==> config.mk <==
export PLATFORM = sky130hd
export DESIGN_NAME = demux_stream_1xn_flat
export DESIGN_NICKNAME = d
export VERILOG_FILES = /design/src/rtl/demux_stream_1xn_if.sv /design/src/rtl/demux_stream_1xn.sv /design/src/flat_wrapper.sv
export SDC_FILE = /design/constraint.sdc
export NUM_CORES = 1
export LEC_CHECK = 0
export ABC_CLOCK_PERIOD_IN_PS = 5500
export CAP_MARGIN = 30
export CORE_ASPECT_RATIO = 0.75
export CORE_UTILIZATION = 49
export DETAILED_ROUTE_END_ITERATION = 10
export PLACE_DENSITY = 0.81
export SKIP_LAST_GASP = 1
export SYNTH_ARGS = -nofsm -noshare
export SYNTH_HDL_FRONTEND = slang
export SYNTH_HIERARCHICAL = 1
export SYNTH_SLANG_ARGS = --single-unit
==> constraint.sdc <==
create_clock -name clk_i -period 5.5 [get_ports clk_i]
set_clock_uncertainty 0.2 [all_clocks]
set_input_delay 1.1 -clock clk_i [delete_from_list [all_inputs] [get_ports clk_i]]
set_output_delay 1.1 -clock clk_i [all_outputs]
set_load 0.03 [all_outputs]
==> src/rtl/demux_stream_1xn_if.sv <==
// Stream bus of the 1-to-N demux: one valid/ready input stream in,
// N_OUT registered valid/ready channels out.
interface demux_stream_1xn_if #(
  parameter int WIDTH = 4,
  parameter int N_OUT = 8
);
  localparam int SEL_W = $clog2(N_OUT);

  logic [WIDTH-1:0]            data_i;
  logic [SEL_W-1:0]            sel_i;
  logic                        bcast_i;
  logic                        valid_i;
  logic                        ready_o;
  logic [N_OUT-1:0][WIDTH-1:0] data_o;
  logic [N_OUT-1:0]            valid_o;
  logic [N_OUT-1:0]            ready_i;

  // Demux side.
  modport slave (
    input  data_i, sel_i, bcast_i, valid_i, ready_i,
    output ready_o, data_o, valid_o
  );

  // Environment side: producer plus the N consumers.
  modport master (
    output data_i, sel_i, bcast_i, valid_i, ready_i,
    input  ready_o, data_o, valid_o
  );
endinterface

==> src/rtl/demux_stream_1xn.sv <==
// Registered 1-to-N stream demux with broadcast, per-channel one-entry
// output slots, and a sticky error / saturating drop counter for beats
// whose select is out of range.

// One output channel slot: load wins over drain, payload zeroed when empty.
module demux_stream_1xn_slot #(
  parameter int WIDTH = 4
) (
  input  logic             clk_i,
  input  logic             rst_ni,
  input  logic             load_i,
  input  logic [WIDTH-1:0] data_i,
  input  logic             ready_i,
  output logic             valid_o,
  output logic [WIDTH-1:0] data_o
);
  // Slot register: load, drain to zero, or hold under stall.
  always_ff @(posedge clk_i or negedge rst_ni) begin
    if (!rst_ni) begin
      valid_o <= 1'b0;
      data_o  <= '0;
    end else if (load_i) begin
      valid_o <= 1'b1;
      data_o  <= data_i;
    end else if (valid_o && ready_i) begin
      valid_o <= 1'b0;
      data_o  <= '0;
    end
  end
endmodule

module demux_stream_1xn #(
  parameter int WIDTH = 4,
  parameter int N_OUT = 8,
  parameter int SEL_W = $clog2(N_OUT),
  parameter int CNT_W = 8
) (
  input  logic                 clk_i,
  input  logic                 rst_ni,
  demux_stream_1xn_if.slave    bus,
  input  logic                 err_clr_i,
  output logic                 err_o,
  output logic [CNT_W-1:0]     drop_cnt_o
);
  // Extra bit so N_OUT itself is representable when N_OUT is a power of 2.
  localparam logic [SEL_W:0] N_OUT_L = (SEL_W+1)'(N_OUT);

  logic [N_OUT-1:0]            slot_vld;
  logic [N_OUT-1:0][WIDTH-1:0] slot_dat;
  logic [N_OUT-1:0]            free;
  logic [N_OUT-1:0]            load;
  logic                        in_range;
  logic                        ready;
  logic                        accept;
  logic                        drop;

  assign free     = ~slot_vld | bus.ready_i;
  assign in_range = {1'b0, bus.sel_i} < N_OUT_L;
  assign accept   = bus.valid_i && ready;
  assign drop     = accept && !bus.bcast_i && !in_range;

  assign bus.ready_o = ready;
  assign bus.valid_o = slot_vld;
  assign bus.data_o  = slot_dat;

  // Input ready: broadcast needs every slot free, unicast only its target;
  // out-of-range unicast is always swallowed. Never ready in reset.
  always_comb begin
    ready = 1'b0;
    if (!rst_ni)          ready = 1'b0;
    else if (bus.bcast_i) ready = &free;
    else if (in_range)    ready = free[bus.sel_i];
    else                  ready = 1'b1;
  end

  // Slot load strobes for the accepted beat.
  always_comb begin
    load = '0;
    for (int k = 0; k < N_OUT; k++)
      load[k] = accept && (bus.bcast_i || (in_range && bus.sel_i == SEL_W'(k)));
  end

  for (genvar g = 0; g < N_OUT; g++) begin : g_slot
    demux_stream_1xn_slot #(.WIDTH(WIDTH)) u_slot (
      .clk_i   (clk_i),
      .rst_ni  (rst_ni),
      .load_i  (load[g]),
      .data_i  (bus.data_i),
      .ready_i (bus.ready_i[g]),
      .valid_o (slot_vld[g]),
      .data_o  (slot_dat[g])
    );
  end

  // Drop bookkeeping: clear beats a same-cycle drop; counter saturates.
  always_ff @(posedge clk_i or negedge rst_ni) begin
    if (!rst_ni) begin
      err_o      <= 1'b0;
      drop_cnt_o <= '0;
    end else if (err_clr_i) begin
      err_o      <= 1'b0;
      drop_cnt_o <= '0;
    end else if (drop) begin
      err_o <= 1'b1;
      if (drop_cnt_o != '1) drop_cnt_o <= drop_cnt_o + 1'b1;
    end
  end

`ifndef SYNTHESIS
  for (genvar g = 0; g < N_OUT; g++) begin : g_chk
    a_hold: assert property (@(posedge clk_i) disable iff (!rst_ni)
      slot_vld[g] && !bus.ready_i[g] |=> slot_vld[g] && $stable(slot_dat[g]));
    a_zero: assert property (@(posedge clk_i) disable iff (!rst_ni)
      !slot_vld[g] |-> slot_dat[g] == '0);
  end
  a_onehot: assert property (@(posedge clk_i) disable iff (!rst_ni)
    accept && !bus.bcast_i |-> $onehot0(load));
`endif
endmodule

==> src/flat_wrapper.sv <==
// flat-port wrapper written by rule: the top's interface ports become plain ports
module demux_stream_1xn_flat 
#(
  parameter int WIDTH = 4,
  parameter int N_OUT = 8,
  parameter int SEL_W = $clog2(N_OUT),
  parameter int CNT_W = 8
)
  (clk_i, rst_ni, err_clr_i, err_o, drop_cnt_o, bus_data_i, bus_sel_i, bus_bcast_i, bus_valid_i, bus_ready_i, bus_ready_o, bus_data_o, bus_valid_o);
  demux_stream_1xn_if #(.WIDTH(WIDTH), .N_OUT(N_OUT)) bus_i ();
  input  logic clk_i;
  input  logic rst_ni;
  input  logic err_clr_i;
  output logic err_o;
  output logic [CNT_W-1:0] drop_cnt_o;
  input wire logic [$bits(bus_i.data_i)-1:0] bus_data_i;
  input wire logic [$bits(bus_i.sel_i)-1:0] bus_sel_i;
  input wire logic [$bits(bus_i.bcast_i)-1:0] bus_bcast_i;
  input wire logic [$bits(bus_i.valid_i)-1:0] bus_valid_i;
  input wire logic [$bits(bus_i.ready_i)-1:0] bus_ready_i;
  output wire logic [$bits(bus_i.ready_o)-1:0] bus_ready_o;
  output wire logic [$bits(bus_i.data_o)-1:0] bus_data_o;
  output wire logic [$bits(bus_i.valid_o)-1:0] bus_valid_o;
  assign bus_i.data_i = bus_data_i;
  assign bus_i.sel_i = bus_sel_i;
  assign bus_i.bcast_i = bus_bcast_i;
  assign bus_i.valid_i = bus_valid_i;
  assign bus_i.ready_i = bus_ready_i;
  assign bus_ready_o = bus_i.ready_o;
  assign bus_data_o = bus_i.data_o;
  assign bus_valid_o = bus_i.valid_o;
  demux_stream_1xn #(.WIDTH(WIDTH), .N_OUT(N_OUT), .SEL_W(SEL_W), .CNT_W(CNT_W)) u_core (.clk_i(clk_i), .rst_ni(rst_ni), .bus(bus_i), .err_clr_i(err_clr_i), .err_o(err_o), .drop_cnt_o(drop_cnt_o));
endmodule
## Yosys cells after proc, flatten, opt, wreduce, memory -nomap -nowiden

Cells that the tools add are included.

- Eq/ne operators: 7
- Bitwise logic cells: 2
- Mux-type cells: 36
- Magnitude comparators: 1
- Reductions and logical operators: 35

Operator list:

| operator | count |
|---|---|
| two-way mux 4 bit | 16 |
| two-way mux 1 bit | 19 |
| logical AND 1 bit | 17 |
| nonzero test 2 bit | 8 |
| == test 3 bit (second input constant) | 4 |
| logical OR 1 bit | 8 |
| inverter 8 bit | 1 |
| bitwise OR 8 bit | 1 |
| AND reduction 8 bit | 1 |
| == test 3 x 2 -> 1 bit (second input constant) | 2 |
| < comparator 3 x 4 -> 1 bit (second input constant) | 1 |
| binary-select mux 1 bit (select 3 bit) | 1 |
| == test 3 x 1 -> 1 bit (second input constant) | 1 |
| logical NOT 3 bit | 1 |

- Output and inout bits: 50
- Register bits: 40
- Input port bits: 20
- Logic and storage cells: 97

## Longest topological paths before layout

Gate-level depths: netlist of run 1.

- Word-level depth: 9
- Mapped depth: 9

## Modules after synthesis

Netlist of run 1, hierarchy kept.

Modules (own cells, without submodules):

| module | area each (um^2) | cells each | seq. area each (um^2) | times used |
|---|---|---|---|---|
| demux_stream_1xn_slot | 211.5 | 17 | 125.1 | 8 |
| demux_stream_1xn | 394.1 | 61 | 0.0 | 1 |

## Worst setup path after synthesis of run 1

Ideal clock, no wire load.

- Path kind: input-to-output
- From: in bus_bcast_i
- To: out bus_ready_o
- Path slack: 1.454 ns
- Stages on the path: 4
- Buffers on the path: 1
- Arrival: 2.746 ns
- Path through: buf_6 -> nand2b_4 -> or2_0 -> o311ai_0

- Cells in the longest elaborated chain, start to end: 2

Ends and longest elaborated chain:

| item | RTL line | text |
|---|---|---|
| start: declaration | flat_wrapper.sv:18 | `input wire logic [$bits(bus_i.bcast_i)-1:0] bus_bcast_i;` |
| two-way mux 1 bit | demux_stream_1xn.sv:71 | `else if (bus.bcast_i) ready = &free;` |
| two-way mux 1 bit | demux_stream_1xn.sv:70 | `if (!rst_ni) ready = 1'b0;` |
| end: declaration | flat_wrapper.sv:21 | `output wire logic [$bits(bus_i.ready_o)-1:0] bus_ready_o;` |

Every way passes these cells.

## Worst setup path after layout of run 1

Ends and elaborated chain as after synthesis.

==> impl_metrics.csv, run 1 <==
group,metric,value,unit
layout,multi_input_area,896,um2
route,ant_nets,0,
setup_path,arrival,3.43,ns
power,switchingPower,0.385,mW
timing,worstMarginPinSlew,0.778,ns
clocking,clk_pin_slew,0.07,ns
synth,synth_area_leader_cell,"dfrtp_1",
setup_path,regToRegStartpoint,"u_core/g_slot[7].u_slot/valid_o",
setup_path,max_stage_delay,0.75,ns
route,num_vias,1645,
job,cap_violations,0,
synth,synthTopCellsByCount,"dfrtp_1 (40), nor2b_1 (39), a22o_1 (33)",
timing,rsz0062_at_grt,"no",
setup_path,worst-path-buf-inv,2,
synth,synthFlopType,"dfrtp_1",
layout,nNetsFinal,273,
route,wl_per_cell,15.1,um
layout,final_core_util,0.661,
floorplanning,die_area,0.00452,mm2
setup_path,r2r_cells,6,
layout,final_area,0.00268,mm2
setup_path,path_delay_family,"buffers and inverters",
timing,setup_tns,0,ns
synth,synthArstFlopShare,1.00,
worst_hold_path,whs_endpoint,"u_core/g_slot[6].u_slot/valid_o",
clocking,clock_latency,0.28,ns
grt,grt_max_degree,30,
floorplanning,core_area,0.00405,mm2
route,routed_wirelength,4640,um
setup_path,path_cells,"clkdlybuf4s50_1 > nand2_1 > a2111oi_0 > nand3_1 > o311ai_0 > clkdlybuf4s50_1",
power,swShare,0.369,
power,comb_power_share,0.443,
synth,ys_ff_latch,40,
timing,hold_viol,0,
layout,layout-drive-gt1-share,0.0395,
synth,synth.area.top_cells,"dfrtp_1 (48%), a22o_1 (14%), nor2b_1 (12%), buf_6 (4.9%), buf_4 (3.2%)",
clocking,clock_path_buffers,2,
floorplanning,die_y,58.5,um
timing,fin_crit_sh,0.859,
timing,setup_viol,0,
timing,timing.final.ws_setup,0.774,ns
layout,n_antenna_cell,0,
clocking,root_buffer,"clkbuf_8",
synth,yosysMostFrequentCell,"dfrtp_1",
floorplanning,num_io_pins,70,
floorplanning,floorplan.initialDensity,0.515,
timing,whs,0.320,ns
clocking,cts_hold_buf,0,
setup_path,crit_top_cell,"clkdlybuf4s50_1",
power,p_per_area,389,mW/mm2
route,wl_met1,2270,um
clocking,cts_tree,"done",
floorplanning,die_x,77.3,um
layout,seqCellArea,0.00100,mm2
grt,grt_pass1_vias,1527,
clocking,cts-buffers-inserted,5,
route,drtIter0Drc,80,
setup_path,reg2reg_to,"u_core/g_slot[4].u_slot/data_o[3]",
synth,synth-edff-count,0,
layout,final-instance-count-excl-fill,308,
power,internal_power,0.659,mW
worst_hold_path,whs_path_depth,1,
clocking,htree_levels,2,
synth,synthCells,197,
synth,ys_types,28,
place,hpwl,3300,um
power,power_leakage,1.28,nW
clocking,post_cts_buffers,0,
layout,fillerInstances,359,
place,placed_area,0.00260,mm2
setup_path,crit_path_end_kind,"output pin",
synth,synth_top_cell_area_share,0.480,
grt,grtUsageTotal,0.217,
place,place_congestion,0.830,
timing,max_freq,0.212,GHz
clocking,cts_resized,0,
route,viasPerCell,5.34,
worst_hold_path,holdCritPathClass,"reg -> reg",
synth,synth_warnings,6,
clocking,cts.sinks,40,
power,seq_power_share,0.384,
place,dp_slack,0.789,ns
synth,syn_avg_cell_area,10.6,um2
floorplanning,core.rowCount,20,
setup_path,critical_path_class,"in -> out",
route,highest_layer,"met4",
power,finalPower,1.04,mW
route,drcViolationCount,0,
grt,grt-ovfl-total,0,
run_status,status,"complete, no violations",
power,ir_drop,228,uV
synth,synth_area,0.00209,mm2
setup_path,reg2reg_slack,2.46,ns
setup_path,cp-start-kind,"input pin",
worst_hold_path,hp-start,"u_core/g_slot[6].u_slot/valid_o",
route,route.met3.wl,323,um
synth,yosysSeqAreaShare,0.480,
timing,slew_viol_final,0,
setup_path,critPathMaxFanout,10,
setup_path,crit_slowest_cell,"clkdlybuf4s50_1",
place,dp.cells,301,
route,first_pass_iters,4,
timing,slew_headroom,0.479,
timing,period_minus_slack,4.73,ns
place,port-buffer-count,59,
grt,grt_pass1_wl,7380,um
power,clock_power_share,0.172,
setup_path,cp_data_required_time,4.20,ns
layout,area_growth,28.6,%
grt,antenna_found_initial,0,
route,met2WireLength,2010,um
-- state kept, by name, summed over array words and instances (netlist names) --
register                      cells
u_core/g_slot.u_slot/data_o      32
u_core/g_slot.u_slot/valid_o      8
-- cells in the final DEF, fill, tap and decap left out, types with 2 or more instances in the layout --
master and instances:
nor2b_1 39, nand2_1 11, inv_1 11, a31oi_1 8
nand3_1 2, a22o_1 33, a21oi_1 9, clkbuf_8 5
a2111oi_0 2, clkdlybuf4s50_1 58, a21o_1 8, dfrtp_1 40
conb_1 9
-- routing by layer --
layer	vias to the layer above	GRT usage
met1	777	0.313
met3	4	0.0527
met2	64	0.317
li1	800	-
met4	0	0.0863
met5	-	0
-- logic make-up after synthesis --
| kind of cell | Yosys count | share of synthesized area |
|---|---|---|
| flops | 40 | 0.480 |
| compound gates | 62 | 0.230 |
| buf+inv | 31 | 0.105 |
| simple gates | 63 | 0.184 |
| other cells | 1 | 0.00180 |
-- how the worst max path moves through the flow --
| stage | from | end | slack, ns | cells after the start |
|---|---|---|---|---|
| 2_1_floorplan | bus_bcast_i | bus_ready_o | 1.45 | 4 |
| 3_3_place_gp | bus_bcast_i | bus_ready_o | 0.80 | 6 |
| 3_5_place_dp | bus_bcast_i | bus_ready_o | 0.79 | 6 |
| 4_1_cts | bus_bcast_i | bus_ready_o | 0.79 | 6 |
| 5_1_grt | bus_bcast_i | bus_ready_o | 0.61 | 6 |
| 6_report | bus_bcast_i | bus_ready_o | 0.77 | 6 |
-- final cells by class --
cell class,count,area share
clock inverters,1,0.00187
repair buffers,60,0.221
clock buffers,6,0.0271
inverters,12,0.0168
multi-input cells,134,0.334
well taps,55,0.0257
flip-flops and latches,40,0.373
-- power by group through the flow --
stage               logic [mW]  clock network [mW]  registers, mW
floorplan                0.149                   0          0.539
global route             0.488               0.197          0.411
global placement         0.454                   0          0.406
detailed placement       0.460                   0          0.405
finish                   0.463               0.180          0.401
CTS                      0.462               0.183          0.402
Power figures use the tool's default switching activity.
==> inputs of run 2 (changes only) <==
--- a/config.mk
+++ b/config.mk
@@ -8,9 +8,10 @@
 export ABC_CLOCK_PERIOD_IN_PS = 5500
 export CAP_MARGIN = 30
 export CORE_ASPECT_RATIO = 0.75
-export CORE_UTILIZATION = 49
+export CORE_UTILIZATION = 60
 export DETAILED_ROUTE_END_ITERATION = 10
-export PLACE_DENSITY = 0.81
+export DONT_BUFFER_PORTS = 1
+export PLACE_DENSITY = 0.72
 export SKIP_LAST_GASP = 1
 export SYNTH_ARGS = -nofsm -noshare
 export SYNTH_HDL_FRONTEND = slang
==> run 2 against run 1 <==
Compared with the run above:
- core utilization decreased by 3.1 points
- sequential share of layout area increased by 11 points
- first-iteration DRC count increased by 6.3%
- cell count decreased by 24%
- power decreased by 14%
- count of clock-buffer cells in the layout increased by 2
- via count decreased by 11%
- sequential cell count unchanged
- highest routed layer unchanged
==> impl_metrics.csv, run 2 (synthesis results as in run 1) <==
group,metric,value,unit
run_status,status,"complete, no violations",
route,viasPerCell,6.22,
layout,area_growth,0.0599,%
floorplanning,num_io_pins,70,
route,wl_per_cell,18.9,um
setup_path,critical_path_class,"in -> out",
layout,layout_commonest_cell,"dfrtp_1",
layout,largest_reg_flops,32,
setup_path,arrival,2.28,ns
setup_path,regToRegStartpoint,"u_core/g_slot[2].u_slot/valid_o",
clocking,htree_levels,2,
clocking,clk_pin_slew,0.07,ns
clocking,clock_path_buffers,2,
route,first_pass_iters,4,
power,p_per_area,431,mW/mm2
clocking,cts_hold_buf,0,
floorplanning,die_area,0.00372,mm2
place,hpwl,3140,um
setup_path,path_delay_family,"compound AO/OA/AOI/OAI gates",
setup_path,worst-path-buf-inv,1,
route,ant_nets,0,
grt,grt_pass1_wl,6810,um
worst_hold_path,holdCritPathClass,"in -> async",
setup_path,crit_slowest_cell,"a2111oi_0",
timing,max_freq,0.279,GHz
route,routed_wirelength,4450,um
layout,nNetsFinal,214,
setup_path,cp_data_required_time,4.20,ns
clocking,cts-buffers-inserted,5,
timing,setup_viol,0,
floorplanning,core_area,0.00331,mm2
clocking,cts_tree,"done",
timing,fin_crit_sh,0.651,
power,power_leakage,1.07,nW
timing,rsz0062_at_grt,"no",
place,port-buffer-count,0,
grt,grt_pass1_vias,1402,
floorplanning,die_y,53.1,um
setup_path,critPathLaunch,"bus_ready_i[2]",
clocking,post_cts_buffers,0,
layout,mostFrequentLayoutCells,"dfrtp_1 (40), nor2b_1 (39), a22o_1 (33)",
layout,final_area,0.00209,mm2
layout,n_antenna_cell,0,
place,place_congestion,0.888,
job,cap_violations,0,
setup_path,max_stage_delay,0.62,ns
clocking,root_buffer,"clkbuf_8",
grt,grt-ovfl-total,0,
timing,setup_tns,0,ns
route,num_vias,1462,
setup_path,cp-start-kind,"input pin",
power,ir_drop,245,uV
timing,worstMarginPinSlew,0.759,ns
setup_path,critPathMaxFanout,3,
clocking,clock_latency,0.28,ns
clocking,cts.sinks,40,
setup_path,r2r_cells,6,
layout,reg_top3,"u_core/g_slot.u_slot/data_o x32, u_core/g_slot.u_slot/valid_o x8",
place,placed_area,0.00200,mm2
timing,slew_headroom,0.492,
setup_path,path_cells,"nor2b_1 > a2111oi_0 > nand3_1 > o311ai_1 > buf_2",
timing,hold_viol,0,
setup_path,reg2reg_to,"u_core/g_slot[6].u_slot/data_o[2]",
route,drcViolationCount,0,
grt,antenna_found_initial,0,
floorplanning,die_x,70.1,um
grt,grtUsageTotal,0.249,
timing,period_minus_slack,3.58,ns
setup_path,reg2reg_slack,2.39,ns
layout,layout-drive-gt1-share,0.0462,
floorplanning,core.rowCount,18,
floorplanning,floorplan.initialDensity,0.630,
timing,slew_viol_final,0,
clocking,cts_resized,0,
route,drtIter0Drc,85,
setup_path,crit_path_end_kind,"output pin",
grt,grt_max_degree,43,
layout,regMostFlops,"u_core/g_slot.u_slot/data_o",
-- run 2: metal layers --
| layer | global-route usage | up-vias | wire length [um] |
|---|---|---|---|
| met4 | 0.103 | 0 | 39 |
| met2 | 0.394 | 82 | 2030 |
| met3 | 0.0990 | 5 | 544 |
| met1 | 0.307 | 700 | 1840 |
| met5 | 0 | - | 0 |
| li1 | - | 675 | - |
-- run 2: worst max path at each step --
stage,endpoint,slack (ns),cells past startpoint
2_1_floorplan,bus_ready_o,1.45,4
3_3_place_gp,bus_ready_o,1.81,3
3_5_place_dp,u_core/g_slot[6].u_slot/data_o[2],1.98,6
4_1_cts,bus_ready_o,2.00,5
5_1_grt,bus_ready_o,1.86,5
6_report,bus_ready_o,1.92,5
-- run 2: layout make-up --
cell class / count / area, um2
Clock buffer: 8 / 90.1
Fill cell: 274 / 1220
Inverter: 12 / 45.0
Multi-Input combinational cell: 134 / 896
Sequential cell: 40 / 1000
Tap cell: 40 / 50.0
Timing Repair Buffer: 1 / 5.00
-- run 2: power by group --
group	internal (mW)	switching, mW	total, mW
Clock	0.102	0.0926	0.195
Sequential	0.360	0.189	0.549
Combinational	0.0859	0.0693	0.155
Total	0.549	0.351	0.899
-- run 2: stage by stage --
step	power (mW)	hold WS (ns)	instances	utilization	worst slack (ns)
2_1_floorplan	0.688	0.503	205	-	1.45
3_3_place_gp	0.697	0.521	226	0.602	1.81
3_5_place_dp	0.708	0.527	227	0.603	1.98
4_1_cts	0.907	0.291	235	0.630	2.00
5_1_grt	0.942	0.283	235	0.630	1.86
6_report	0.899	0.304	235	0.630	1.92
